[config.mk]
export PLATFORM = sky130hd
export DESIGN_NAME = change_dispenser_flat
export DESIGN_NICKNAME = d
export VERILOG_FILES = /design/src/rtl/change_dispenser_if.sv /design/src/rtl/change_dispenser.sv /design/src/flat_wrapper.sv
export SDC_FILE = /design/constraint.sdc
export NUM_CORES = 1
export LEC_CHECK = 0
export ABC_CLOCK_PERIOD_IN_PS = 3280
export CORE_MARGIN = 1
export CORE_UTILIZATION = 50
export CTS_CLUSTER_SIZE = 25
export DETAILED_ROUTE_END_ITERATION = 12
export PLACE_DENSITY = 0.78
export SLEW_MARGIN = 0
export SYNTH_ARGS = -nofsm -noshare
export SYNTH_HDL_FRONTEND = slang
export SYNTH_SLANG_ARGS = --single-unit
[constraint.sdc]
create_clock -name clk -period 3.28 [get_ports clk]
set_input_delay 0.656 -clock clk [delete_from_list [all_inputs] [get_ports clk]]
set_output_delay 0.656 -clock clk [all_outputs]
set_load 0.05 [all_outputs]
[src/rtl/change_dispenser_if.sv]
// change_dispenser_if: change-request handshake between vending controller and payout back end
interface change_dispenser_if;
    logic       chg_valid;
    logic [1:0] chg_code;
    logic       chg_ready;

    modport master (output chg_valid, output chg_code, input chg_ready);
    modport slave  (input chg_valid, input chg_code, output chg_ready);
endinterface

[src/rtl/change_dispenser.sv]
// change_dispenser: buffers change codes, kicks Rs5/Rs10 hoppers coin by coin, tracks inventory
// Optional: define CHG_AUDIT_EN to build the total_paid audit counter (otherwise tied to 0).
module change_dispenser #(
    parameter int FIFO_DEPTH     = 4,
    parameter int PULSE_CYCLES   = 4,
    parameter int TIMEOUT_CYCLES = 64,
    parameter int INV_W          = 8,
    parameter int INIT_INV5      = 20,
    parameter int INIT_INV10     = 20
) (
    input  logic                 clk,
    input  logic                 reset,
    change_dispenser_if.slave    chg,
    input  logic                 drop5,
    input  logic                 drop10,
    input  logic                 refill,
    output logic                 kick5,
    output logic                 kick10,
    output logic                 busy,
    output logic                 empty5,
    output logic                 empty10,
    output logic                 fault,
    output logic [4:0]           owed,
    output logic [15:0]          total_paid
);
    localparam int AW = $clog2(FIFO_DEPTH);
    localparam int PW = AW + 1;
    localparam int CW = $clog2(TIMEOUT_CYCLES > PULSE_CYCLES ? TIMEOUT_CYCLES : PULSE_CYCLES) + 1;
    localparam int INV_MAX = (1 << INV_W) - 1;
    localparam logic [INV_W-1:0] LD5  = INV_W'(INIT_INV5  > INV_MAX ? INV_MAX : INIT_INV5);
    localparam logic [INV_W-1:0] LD10 = INV_W'(INIT_INV10 > INV_MAX ? INV_MAX : INIT_INV10);

    typedef enum logic [1:0] {S_IDLE, S_SELECT, S_KICK, S_WAIT} state_t;

    state_t           r_state;
    logic [1:0]       r_mem [FIFO_DEPTH];
    logic [PW-1:0]    r_wp, r_rp;
    logic [4:0]       r_rem;
    logic             r_coin10;
    logic [CW-1:0]    r_cnt;
    logic [INV_W-1:0] r_inv5, r_inv10;
    logic [1:0]       r_s5, r_s10;
    logic             r_p5, r_p10;
    logic             r_refill_pend;

    logic             w_empty, w_full, w_push, w_pop, w_edge, w_pay;
    logic [1:0]       w_head;
    logic [4:0]       w_coin;

    assign w_empty = r_wp == r_rp;
    assign w_full  = (r_wp[AW] != r_rp[AW]) && (r_wp[AW-1:0] == r_rp[AW-1:0]);
    assign w_push  = chg.chg_valid && chg.chg_code != 2'b00 && !w_full;
    assign w_pop   = r_state == S_IDLE && !w_empty;
    assign w_head  = r_mem[r_rp[AW-1:0]];
    assign w_coin  = r_coin10 ? 5'd10 : 5'd5;
    // Only a rising edge on the hopper that was actually kicked counts as a payout
    assign w_edge  = r_coin10 ? (r_s10[1] & ~r_p10) : (r_s5[1] & ~r_p5);
    assign w_pay   = r_state == S_WAIT && w_edge;

    assign chg.chg_ready = !w_full;
    assign busy    = r_state != S_IDLE || !w_empty;
    assign empty5  = r_inv5 == '0;
    assign empty10 = r_inv10 == '0;

    // Request storage; contents need no reset since the pointers define validity
    always_ff @(posedge clk) begin
        if (w_push) r_mem[r_wp[AW-1:0]] <= chg.chg_code;
    end

    // Sensor sync, FIFO pointers and the dispense FSM with registered kick/fault outputs
    always_ff @(posedge clk or negedge reset) begin
        if (!reset) begin
            r_state       <= S_IDLE;
            r_wp          <= '0;
            r_rp          <= '0;
            r_rem         <= '0;
            r_coin10      <= 1'b0;
            r_cnt         <= '0;
            r_inv5        <= LD5;
            r_inv10       <= LD10;
            r_s5          <= '0;
            r_s10         <= '0;
            r_p5          <= 1'b0;
            r_p10         <= 1'b0;
            r_refill_pend <= 1'b0;
            kick5         <= 1'b0;
            kick10        <= 1'b0;
            fault         <= 1'b0;
            owed          <= '0;
        end else begin
            r_s5  <= {r_s5[0], drop5};
            r_s10 <= {r_s10[0], drop10};
            r_p5  <= r_s5[1];
            r_p10 <= r_s10[1];
            r_wp  <= r_wp + PW'(w_push);
            r_rp  <= r_rp + PW'(w_pop);
            if (refill) r_refill_pend <= 1'b1;
            case (r_state)
                S_IDLE: begin
                    if (refill || r_refill_pend) begin
                        r_inv5        <= LD5;
                        r_inv10       <= LD10;
                        fault         <= 1'b0;
                        r_refill_pend <= 1'b0;
                    end
                    if (!w_empty) begin
                        r_rem   <= 5'(w_head) * 5'd5;
                        r_state <= S_SELECT;
                    end
                end
                S_SELECT: begin
                    if (r_rem == '0) begin
                        r_state <= S_IDLE;
                    end else if (r_rem >= 5'd10 && r_inv10 != '0) begin
                        r_coin10 <= 1'b1;
                        kick10   <= 1'b1;
                        r_cnt    <= '0;
                        r_state  <= S_KICK;
                    end else if (r_rem >= 5'd5 && r_inv5 != '0) begin
                        r_coin10 <= 1'b0;
                        kick5    <= 1'b1;
                        r_cnt    <= '0;
                        r_state  <= S_KICK;
                    end else begin
                        fault   <= 1'b1;
                        owed    <= r_rem;
                        r_rem   <= '0;
                        r_state <= S_IDLE;
                    end
                end
                S_KICK: begin
                    if (r_cnt == CW'(PULSE_CYCLES - 1)) begin
                        kick5   <= 1'b0;
                        kick10  <= 1'b0;
                        r_cnt   <= '0;
                        r_state <= S_WAIT;
                    end else begin
                        r_cnt <= r_cnt + CW'(1);
                    end
                end
                S_WAIT: begin
                    if (w_edge) begin
                        if (r_coin10) r_inv10 <= r_inv10 - INV_W'(1);
                        else          r_inv5  <= r_inv5 - INV_W'(1);
                        r_rem   <= r_rem - w_coin;
                        r_state <= S_SELECT;
                    end else if (r_cnt == CW'(TIMEOUT_CYCLES - 1)) begin
                        // No drop seen: treat the hopper as jammed/empty so SELECT substitutes
                        if (r_coin10) r_inv10 <= '0;
                        else          r_inv5  <= '0;
                        r_state <= S_SELECT;
                    end else begin
                        r_cnt <= r_cnt + CW'(1);
                    end
                end
                default: r_state <= S_IDLE;
            endcase
        end
    end

`ifdef CHG_AUDIT_EN
    logic [15:0] r_paid;

    // Audit total of confirmed coins, wrapping at 2^16
    always_ff @(posedge clk or negedge reset) begin
        if (!reset) r_paid <= '0;
        else if (w_pay) r_paid <= r_paid + 16'(w_coin);
    end

    assign total_paid = r_paid;
`else
    assign total_paid = '0;
`endif
endmodule

[src/flat_wrapper.sv]
// flat-port wrapper written by rule: the top's interface ports become plain ports
module change_dispenser_flat 
#(
    parameter int FIFO_DEPTH     = 4,
    parameter int PULSE_CYCLES   = 4,
    parameter int TIMEOUT_CYCLES = 64,
    parameter int INV_W          = 8,
    parameter int INIT_INV5      = 20,
    parameter int INIT_INV10     = 20
)
  (clk, reset, drop5, drop10, refill, kick5, kick10, busy, empty5, empty10, fault, owed, total_paid, chg_chg_valid, chg_chg_code, chg_chg_ready);
  change_dispenser_if chg_i ();
  input  logic clk;
  input  logic reset;
  input  logic drop5;
  input  logic drop10;
  input  logic refill;
  output logic kick5;
  output logic kick10;
  output logic busy;
  output logic empty5;
  output logic empty10;
  output logic fault;
  output logic [4:0] owed;
  output logic [15:0] total_paid;
  input wire logic [$bits(chg_i.chg_valid)-1:0] chg_chg_valid;
  input wire logic [$bits(chg_i.chg_code)-1:0] chg_chg_code;
  output wire logic [$bits(chg_i.chg_ready)-1:0] chg_chg_ready;
  assign chg_i.chg_valid = chg_chg_valid;
  assign chg_i.chg_code = chg_chg_code;
  assign chg_chg_ready = chg_i.chg_ready;
  change_dispenser #(.FIFO_DEPTH(FIFO_DEPTH), .PULSE_CYCLES(PULSE_CYCLES), .TIMEOUT_CYCLES(TIMEOUT_CYCLES), .INV_W(INV_W), .INIT_INV5(INIT_INV5), .INIT_INV10(INIT_INV10)) u_core (.clk(clk), .reset(reset), .chg(chg_i), .drop5(drop5), .drop10(drop10), .refill(refill), .kick5(kick5), .kick10(kick10), .busy(busy), .empty5(empty5), .empty10(empty10), .fault(fault), .owed(owed), .total_paid(total_paid));
endmodule
Word-level counts from Yosys, hierarchy flattened
Memory sizes are Yosys's and may differ from the RTL's.
Cells that the tools add are included.
{"block": "op_classes", "mux": 54, "n_reduce_logical": 34, "shifts": 0, "multipliers": 1, "n_eq_ne": 23, "n_div": 0, "order_cmp": 2, "bitwise_logic": 7, "n_addsub": 6}
{"cell": "$mux W8", "n": 9}
{"cell": "$mux W7", "n": 6}
{"cell": "$pmux W8 S2", "n": 2}
{"cell": "$mux W5", "n": 5}
{"cell": "$pmux W7 S3", "n": 1}
{"cell": "$mux W1", "n": 18}
{"cell": "$logic_not A8 Y1", "n": 2}
{"cell": "$ne A2 B2 Y1 const B", "n": 8}
{"cell": "$reduce_and A4 Y1", "n": 4}
{"cell": "$reduce_bool A8 Y1", "n": 2}
{"cell": "$sub A8 B1 Y8 const B", "n": 2}
{"cell": "$pmux W5 S3", "n": 1}
{"cell": "$reduce_and A5 Y1", "n": 3}
{"cell": "$mux W2", "n": 7}
{"cell": "$reduce_bool A2 Y1", "n": 6}
{"cell": "$ne A2 B1 Y1 const B", "n": 5}
{"cell": "$pmux W2 S4", "n": 1}
{"cell": "$add A7 B1 Y7 const B", "n": 1}
{"cell": "$eq A7 B2 Y1 const B", "n": 1}
{"cell": "$eq A7 B6 Y1 const B", "n": 1}
{"cell": "$add A3 B1 Y3", "n": 2}
{"cell": "$logic_and A1 B1 Y1", "n": 6}
{"cell": "$pmux W1 S2", "n": 3}
{"cell": "$reduce_and A3 Y1", "n": 2}
{"cell": "other kinds (20)", "n": 29}
{"block": "word_totals", "reg_bits": 52, "out_inout_bits": 28, "latchBits": 0, "romBits": 0, "n_memories": 1, "inputBits": 8, "ram_bits": 8, "word_cells": 145}
{"name": "u_core.r_mem", "words": 4, "width": 2, "rd": 1, "rd_clocked_by_memory_dff": 0, "wr": 1, "line": "change_dispenser.sv:36", "rtl": "logic [1:0] r_mem [FIFO_DEPTH];"}

Logic depth before layout (Yosys ltp)
Gate-level depths: netlist of the first run.
{"block": "depth", "depth_word": 6, "mapped_depth": 9, "ltp_nobuf": 8}

Worst setup path before layout of the first run
Ideal clock, no wire load.
{"block": "synth_timing", "kind": "reg-to-reg", "startpoint": "register u_core.r_inv10[0]", "endpoint": "register u_core.r_cnt[5]", "n_path_buf": 2, "setup_time_ns": 0.104, "slack_ns": 1.127, "required_ns": 3.176, "t_arrival_ns": 2.050, "path_stages_with_launch": 10, "period_less_slack_ns": 2.153, "path_cell_list": "dfrtp_1 -> inv_1 -> ha_1 -> nor2b_1 -> a32o_1 -> and3_4 -> buf_6 -> or3_1 -> buf_2 -> o41ai_2"}
{"block": "synth_via", "elab_chain_len": 5, "elab_cells_between_ends": 7, "classes_between": "1 x eq/ne; 3 x mux; 3 x reduce/logical"}
{"element": "from (decl)", "line": "change_dispenser.sv:41", "rtl": "logic [INV_W-1:0] r_inv5, r_inv10;"}
{"element": "from (signal assigned)", "line": "change_dispenser.sv:143", "rtl": "if (r_coin10) r_inv10 <= r_inv10 - INV_W'(1);"}
{"element": "$reduce_bool A8 Y1 *", "line": "change_dispenser.sv:114", "rtl": "end else if (r_rem >= 5'd10 && r_inv10 != '0) begin"}
{"element": "$logic_and A1 B1 Y1 *", "line": "change_dispenser.sv:114"}
{"element": "$mux W7", "line": "change_dispenser.sv:114"}
{"element": "$mux W7", "line": "change_dispenser.sv:112", "rtl": "if (r_rem == '0) begin"}
{"element": "$pmux W7 S3", "line": "change_dispenser.sv:98", "rtl": "case (r_state)"}
{"element": "to (signal assigned)", "line": "change_dispenser.sv:138", "rtl": "r_cnt <= r_cnt + CW'(1);"}
{"element": "to (signal assigned)", "line": "change_dispenser.sv:153", "rtl": "r_cnt <= r_cnt + CW'(1);"}
{"element": "to (decl)", "line": "change_dispenser.sv:40", "rtl": "logic [CW-1:0] r_cnt;"}
Mark *: on every way between the ends. The rest lies on a longest branch, timed or not. The select of a mux whose other input is x is not followed.
A chain may end at the register's enable or synchronous reset.

Final worst setup path of the first run
{"block": "layout_timing", "startpoint": "register u_core.r_inv5[3]", "endpoint": "output port empty5"}
{"block": "layout_via", "elab_chain_len": 1}
{"element": "from (decl)", "line": "change_dispenser.sv:41"}
{"element": "from (signal assigned)", "line": "change_dispenser.sv:144", "rtl": "else r_inv5 <= r_inv5 - INV_W'(1);"}
{"element": "$logic_not A8 Y1", "line": "change_dispenser.sv:62", "rtl": "assign empty5 = r_inv5 == '0;"}
{"element": "to (decl)", "line": "flat_wrapper.sv:21", "rtl": "output logic empty5;"}
No other way between the ends.

==> results.md, run 1 <==
- Status: finished, violations left
- Failing checks: design-rule violations
- Worst clock skew: about 0.0062 ns
- Dpl hpwl: 4.98 mm
- Critical path origin: u_core.r_inv5[3]
- Logic pwr share: between 40% and 50%
- Pwr Total: about 3.6 mW
- Chip Height: around 84 µm
- Share of cells above drive strength 1: 13.4%
- Hold Fails Final Rpt: 0
- Int Power: 2.06 mW
- Die Wd: roughly 84 µm
- First-pass GRT wire length: 12.3 mm
- CP arrival: approximately 2.3 ns
- Core Box Area: 0.00642 mm²
- Vias: around 2600
- Diode count: 0
- Max-slew headroom: between 20% and 30%
- Total Neg Setup Slack: 0 ns
- Seq/Total Area, Yosys: between 40% and 50%
- Nets: roughly 370
- RSZ-0062 raised after global routing: no
- Top Ports: 36
- Grt total ovfl: 0
- DIE AREA: around 0.007 mm²
- Most frequent cells in the layout: dfrtp_1, inv_1, o21ai_0, nor2_1
- H-Tree Depth: 3
- Non-filler cells, final: around 430
- Register bit total from synthesis: 60
- GPL Wtd Cong: between 0.8 and 0.9
- Area grow syn2layout: 12.4%
- Drt wl/cell: between 15 and 20 µm
- Drt drc: 10
- Total wire length after detailed routing: roughly 7 mm
- Highest Clock Rate: around 340 MHz
- Via density: about 6
- GR Util All Layers: 22.4%
- CTS tree: built
- Sink Count: 60
- Number of global-route vias before repair: 2480
- Asr flop ratio synth: around 87%
- Final period util: 89.4%
- Initial antenna violation count: 0
- 1st-pass router iterations: 9
- CTS Buf Count: 9
- Static Leak: 1.68 nW
- Flop pwr share: between 30% and 40%
- Largest net degree at the start of global routing: 52
- 1st-iter DRT viols: ~230
- Clock root buffer: clkbuf_8
- Clock Tree Buf Depth: 2
- Top_reg_cell synth: dfrtp_1
- Clock Latency Late Sink: 0.34 ns
- Sw Share: between 40 and 50%
- CTS resizes: 0
- Max-slew violation count: 0
- Crit path time final: about 3 ns
- Clk pwr share: 20.0%
- Worst Hold Launch: u_core.r_s10[0]
- Hold buffers post-CTS: 0
- Mean post-synth cell area: between 10 and 15 µm²
- Routed Antenna Nets: 0
- Most common cell after layout, fill and taps aside: dfrtp_1
- Post-CTS repair timing setup buffer count: 0
- CP endpoint kind: primary output
- Setup CP Type: flop to primary output
- Mapped Area: about 0.0034 mm²
- CP Max Fanout: 6
- Synth cell types: 62
- Worst-path clk slew: around 0.07 ns
- Count of final setup violators: 0
- FP Rows: 29
- Post-synth EDFFs: 8
- Max Cap Viol: 0
- Synthesized instance count: 319
- Quantity of I/O buffers inserted on ports: 19
- Synth warnings: 0
- Critical Path RT: between 2 and 3 ns
- Worst R2R Start: u_core.r_coin10
- Max VDD drop: between 0.0005 and 0.0006 V
- Slew @ Worst Pin: around 1.1 ns
- Sw Pwr: ~1.5 mW
- Pwr dens: ~940 mW/mm²
- Placed Cells incl. Taps: 412
- Hold WC Path Type: flop to flop
- Worst setup SP type: flop
- Starting Density: around 53%
## cell usage after synthesis (3+ instances only)
library cell  number  area, µm²
a21oi_1           10       50.1
a31oi_1            9       56.3
a41oi_1            3       26.3
and3_1             7       43.8
buf_4             16        120
clkbuf_1           3       11.3
dfrtp_1           48       1200
dfstp_2            4        105
edfxtp_1           8        240
ha_1              18        225
inv_1             22       82.6
mux2_2            11        124
mux2i_1            5       50.1
nand2_1           18       67.6
nand3_1            7       35.0
nor2_1            21       78.8
nor2b_1            3       18.8
nor3_1             3       15.0
nor4_1             3       18.8
o211ai_1           5       37.5
o21a_1             5       37.5
o21ai_0           22        110
o2bb2ai_1          3       26.3
o31ai_1           13       97.6
or4_1              3       22.5
xnor2_1            3       26.3
xor2_1             3       26.3
## stage by stage
| step | utilization (%) | hold WS, ns | cell area [µm²] | worst slack [ns] |
|---|---|---|---|---|
| 4_1_cts | 59.1 | 0.351 | 3800 | 0.324 |
| 6_report | 59.1 | 0.350 | 3800 | 0.348 |
| 2_1_floorplan | - | 0.331 | 3430 | 1.13 |
| 3_3_place_gp | 55.9 | 0.332 | 3590 | 0.736 |
| 5_1_grt | 59.1 | 0.354 | 3800 | 0.174 |
| 3_5_place_dp | 55.9 | 0.336 | 3590 | 0.670 |
## registers in the layout, indices dropped and copies added, names as in the netlist, 2 cells and up
| name | count |
|---|---|
| u_core.r_s5 | 2 |
| u_core.r_rem | 5 |
| u_core.r_state | 2 |
| u_core.r_cnt | 7 |
| u_core.owed | 5 |
| u_core.r_inv5 | 8 |
| u_core.r_rp | 3 |
| u_core.r_s10 | 2 |
| u_core.r_wp | 3 |
| u_core.r_mem | 8 |
| u_core.r_inv10 | 8 |
## worst max-delay path, cell delays in order (launching register included)
cell and delay, ns:
dfrtp_1 0.46, nor4_2 0.45, and3_1 0.23, clkdlybuf4s50_1 0.80
## layer usage
layer  global-route usage (%)  routed length [µm]
met4                     5.17                  89
met2                     36.4                3390
met5                        0                   0
met1                     29.4                3060
met3                     7.08                 469
## final cells by class
class	instances	area (µm²)
fill	520	2630
multi-input combinational	228	1640
sequential	60	1550
timing repair buffer	24	223
clock buffer	10	128
tap	77	96.3
inverter	23	86.3
clock inverter	6	78.8
## power by group through the flow
stage	clock, mW	combinational (mW)	sequential, mW
after floorplan	0	1.20	1.21
after global placement	0	1.63	1.14
after detailed placement	0	1.67	1.16
after CTS	0.729	1.69	1.15
after global routing	0.763	1.86	1.18
final	0.712	1.70	1.15
## cells by family after synthesis
group | after synthesis | synth area share (%)
muxes | 18 | 6.48
xor gates and xnor gates | 6 | 1.56
other | 1 | 0.111
buffers and inverters | 46 | 7.37
DFF | 60 | 45.8
adders and majority gates | 19 | 7.26
and+or+nand+nor | 81 | 12.9
AOI/OAI and AO/OA | 88 | 18.6
## worst paths after layout
kind                                endpoint  cells past startpoint  slack [ns]
max in group asynchronous  u_core.r_inv10[4]                      2        2.02
min reg2reg                  u_core.r_s10[1]                      0        0.35
min in group asynchronous  u_core.r_inv10[5]                      1        0.53
max                                   empty5                      3        0.35
max reg2reg                  u_core.r_rem[2]                      5        0.76
min                          u_core.r_s10[1]                      0        0.35
(Power assumes the default switching activity.)
==> run 2: changes to the inputs <==
--- a/config.mk
+++ b/config.mk
@@ -11,7 +11,6 @@
 export CTS_CLUSTER_SIZE = 25
 export DETAILED_ROUTE_END_ITERATION = 12
 export PLACE_DENSITY = 0.78
-export SLEW_MARGIN = 0
 export SYNTH_ARGS = -nofsm -noshare
 export SYNTH_HDL_FRONTEND = slang
 export SYNTH_SLANG_ARGS = --single-unit
==> results of run 2 <==
No change in the layout: final DEF, timing and power equal those of run 1.
==> run 3: changes to the inputs <==
--- a/config.mk
+++ b/config.mk
@@ -11,6 +11,8 @@
 export CTS_CLUSTER_SIZE = 25
 export DETAILED_ROUTE_END_ITERATION = 12
 export PLACE_DENSITY = 0.78
+export RECOVER_POWER = 100
+export SLEW_MARGIN = 10
 export SYNTH_ARGS = -nofsm -noshare
 export SYNTH_HDL_FRONTEND = slang
 export SYNTH_SLANG_ARGS = --single-unit
==> run 3 against run 2 <==
Compared with the run above: largest cell class unchanged; maximum frequency down 1.5%; the run still ends with design-rule violations left; worst setup slack worse by 0.043 ns; via count about the same; cell count unchanged; die area unchanged; power down 1.8%; critical endpoint unchanged; flip-flop and latch count unchanged.
==> results.md, run 3 (synthesized netlist as in run 1, its figures left out) <==
- Status: finished, violations left (unchanged)
- Failing checks: design-rule violations (unchanged)
- Crit path time final: 2.98 ns (was 2.93 ns)
- Total wire length after detailed routing: 7.05 mm (was 7.01 mm)
- Max-slew headroom: 18.0% (was 25.9%)
- Cell breakdown of the critical path: nor4_2 -> and3_1 -> dlygate4sd3_1 (was nor4_2 -> and3_1 -> clkdlybuf4s50_1)
- First-pass GRT wire length: 12.3 mm (unchanged)
- 1st-iter DRT viols: 210 (was 228)
- Core Box Area: 0.00642 mm² (unchanged)
- Top Ports: 36 (unchanged)
- CP max stage delay: 0.87 ns (was 0.80 ns)
- Worst clock skew: 0.00650 ns (was 0.00620 ns)
- Busiest grt layer: met2 (unchanged)
- Met3 GRT Util: 7.08% (unchanged)
- Number of global-route vias before repair: 2480 (unchanged)
- Count of final setup violators: 0 (unchanged)
- Reg2reg setup slack: 0.31 ns (was 0.76 ns)
- Reg2reg end: u_core.r_cnt[5] (was u_core.r_rem[2])
- Logic pwr share: 46.8% (was 47.7%)
- Total Neg Setup Slack: 0 ns (unchanged)
- CP Max Fanout: 6 (unchanged)
- Post-CTS repair timing setup buffer count: 0 (unchanged)
- Final period util: 90.7% (was 89.4%)
- Worst-path clk slew: 0.07 ns (about the same)
- FP Rows: 29 (unchanged)
- Sink Count: 60 (unchanged)
- Dpl hpwl: 4.98 mm (unchanged)
- Static Leak: 1.68 nW (about the same)
- Initial antenna violation count: 0 (unchanged)
- Clock Latency Late Sink: 0.34 ns (about the same)
- Highest Clock Rate: 336 MHz (was 341 MHz)
- Slew @ Worst Pin: 1.23 ns (was 1.11 ns)
- Share of cells above drive strength 1: 12.0% (was 13.4%)
- Max VDD drop: 0.000536 V (was 0.000541 V)
- Drt wl/cell: 16.5 µm (was 16.4 µm)
- GPL Wtd Cong: 0.832 (unchanged)
- Filler instances: 525 (was 520)
- Worst R2R Start: u_core.r_coin10 (unchanged)
- Die Wd: 84.2 µm (unchanged)
- Sw Pwr: 1.49 mW (was 1.50 mW)
- CP endpoint kind: primary output (unchanged)
- Drt drc: 10 (unchanged)
- Grt met2 use: 36.4% (unchanged)
- DIE AREA: 0.00709 mm² (unchanged)
- Quantity of I/O buffers inserted on ports: 19 (unchanged)
- Sequential Area: 0.00155 mm² (unchanged)
- Chip Height: 84.2 µm (unchanged)
- RSZ-0062 raised after global routing: no (unchanged)
- Diode count: 0 (unchanged)
- Hold buffers post-CTS: 0 (unchanged)
- Worst Hold Path EP: u_core.r_s10[1] (unchanged)
- Met1 Track Usage GR: 29.4% (unchanged)
- CTS resizes: 0 (unchanged)
- H-Tree Depth: 3 (unchanged)
- CTS tree: built (unchanged)
- Hold WC Path Type: flop to flop (unchanged)
- GR Util All Layers: 22.4% (unchanged)
- Multi-input gate area in the final layout: 0.00161 mm² (was 0.00164 mm²)
- Clk pwr share: 20.4% (was 20.0%)
- Cells on worst reg2reg path: 5 (unchanged)
- Via density: 6.05 (about the same)
- Max Cap Viol: 0 (unchanged)
- Flop pwr share: 32.8% (was 32.3%)
- Setup CP Type: flop to primary output (unchanged)
- Most common cell after layout, fill and taps aside: dfrtp_1 (unchanged)
- Pwr dens: 931 mW/mm² (was 938 mW/mm²)
- Int Power: 2.01 mW (was 2.06 mW)
- CP arrival: 2.32 ns (was 2.28 ns)
- Clock root buffer: clkbuf_8 (unchanged)
- Hold Fails Final Rpt: 0 (unchanged)
- Area grow syn2layout: 11.3% (was 12.4%)
- Max-slew violation count: 0 (unchanged)
- Grt total ovfl: 0 (unchanged)
- Slowest CP cell: dlygate4sd3_1 (was clkdlybuf4s50_1)
- Critical Path RT: 2.62 ns (about the same)
- CTS Buf Count: 9 (unchanged)
- Worst setup SP type: flop (unchanged)
- Most frequent cells in the layout: dfrtp_1, o21ai_0, inv_1, nor2_1 (was dfrtp_1, inv_1, o21ai_0, nor2_1)
- Nets: 373 (unchanged)
- Routed Antenna Nets: 0 (unchanged)
- Sw Share: 42.6% (was 42.1%)
- Final Util: 58.5% (was 59.1%)
- Clock Tree Buf Depth: 2 (unchanged)
- Worst Hold Launch: u_core.r_s10[0] (unchanged)
- Hold Path Stages: 0 (unchanged)
- Largest net degree at the start of global routing: 52 (unchanged)
- 1st-pass router iterations: 9 (unchanged)
- Starting Density: 52.6% (unchanged)
- Vias: 2590 (was 2589)
run 3: cell types whose count changed in the layout (fill, tap and decap cells not counted), moves of 3 or more:
| cell | previous run | this run |
|---|---|---|
| dlygate4sd3_1 | 0 | 17 |
| buf_4 | 5 | 1 |
| clkdlybuf4s50_1 | 18 | 1 |
| clkbuf_1 | 1 | 4 |
run 3: worst max-delay path: cells and delay by family (launching register included):
family	cells	cell delay, ns
and+or+nand+nor	2	0.67
buffers and inverters	1	0.87
DFF	1	0.44
run 3: area by class of cell:
class                   count  area share (%)
well taps                  77            2.56
repair buffers             24            5.62
flip-flops and latches     60            41.1
clock buffers              10            3.39
multi-input cells         228            42.9
clock inverters             6            2.10
inverters                  23            2.30
run 3: routing by layer:
layer	part of all wire, %	vias up
met5	0	-
met4	1.4	0
met3	5.0	14
met2	49	93
met1	45	1279
li1	-	1204
run 3: stage by stage:
step                      instances  instance area [µm²]  power [mW]  hold WS, ns  setup slack, ns
after floorplan                 334                 3430        2.41        0.331             1.13
after global placement          412                 3590        2.78        0.332            0.736
after detailed placement        412                 3590        2.83        0.336            0.670
after CTS                       428                 3800        3.57        0.351            0.324
after global routing            428                 3760        3.73        0.354           0.0909
final                           428                 3760        3.50        0.351            0.305
run 3: how the worst max path moves through the flow:
stage / start / end / slack (ns) / cells after the start
after floorplan: u_core.r_inv10[0] / u_core.r_cnt[5] / 1.13 / 9
after global placement: u_core.r_rp[0] / busy / 0.74 / 5
after detailed placement: refill / u_core.r_inv10[3] / 0.67 / 6
after CTS: u_core.r_rp[0] / busy / 0.32 / 5
after global routing: u_core.r_coin10 / u_core.r_cnt[5] / 0.09 / 5
final: u_core.r_inv5[3] / empty5 / 0.30 / 3
run 3: power groups by stage:
stage	Sequential (mW)	Combinational [mW]	Clock, mW
global placement	1.14	1.63	0
detailed placement	1.16	1.67	0
CTS	1.15	1.69	0.729
global route	1.18	1.79	0.763
finish	1.15	1.64	0.715
floorplan	1.21	1.20	0
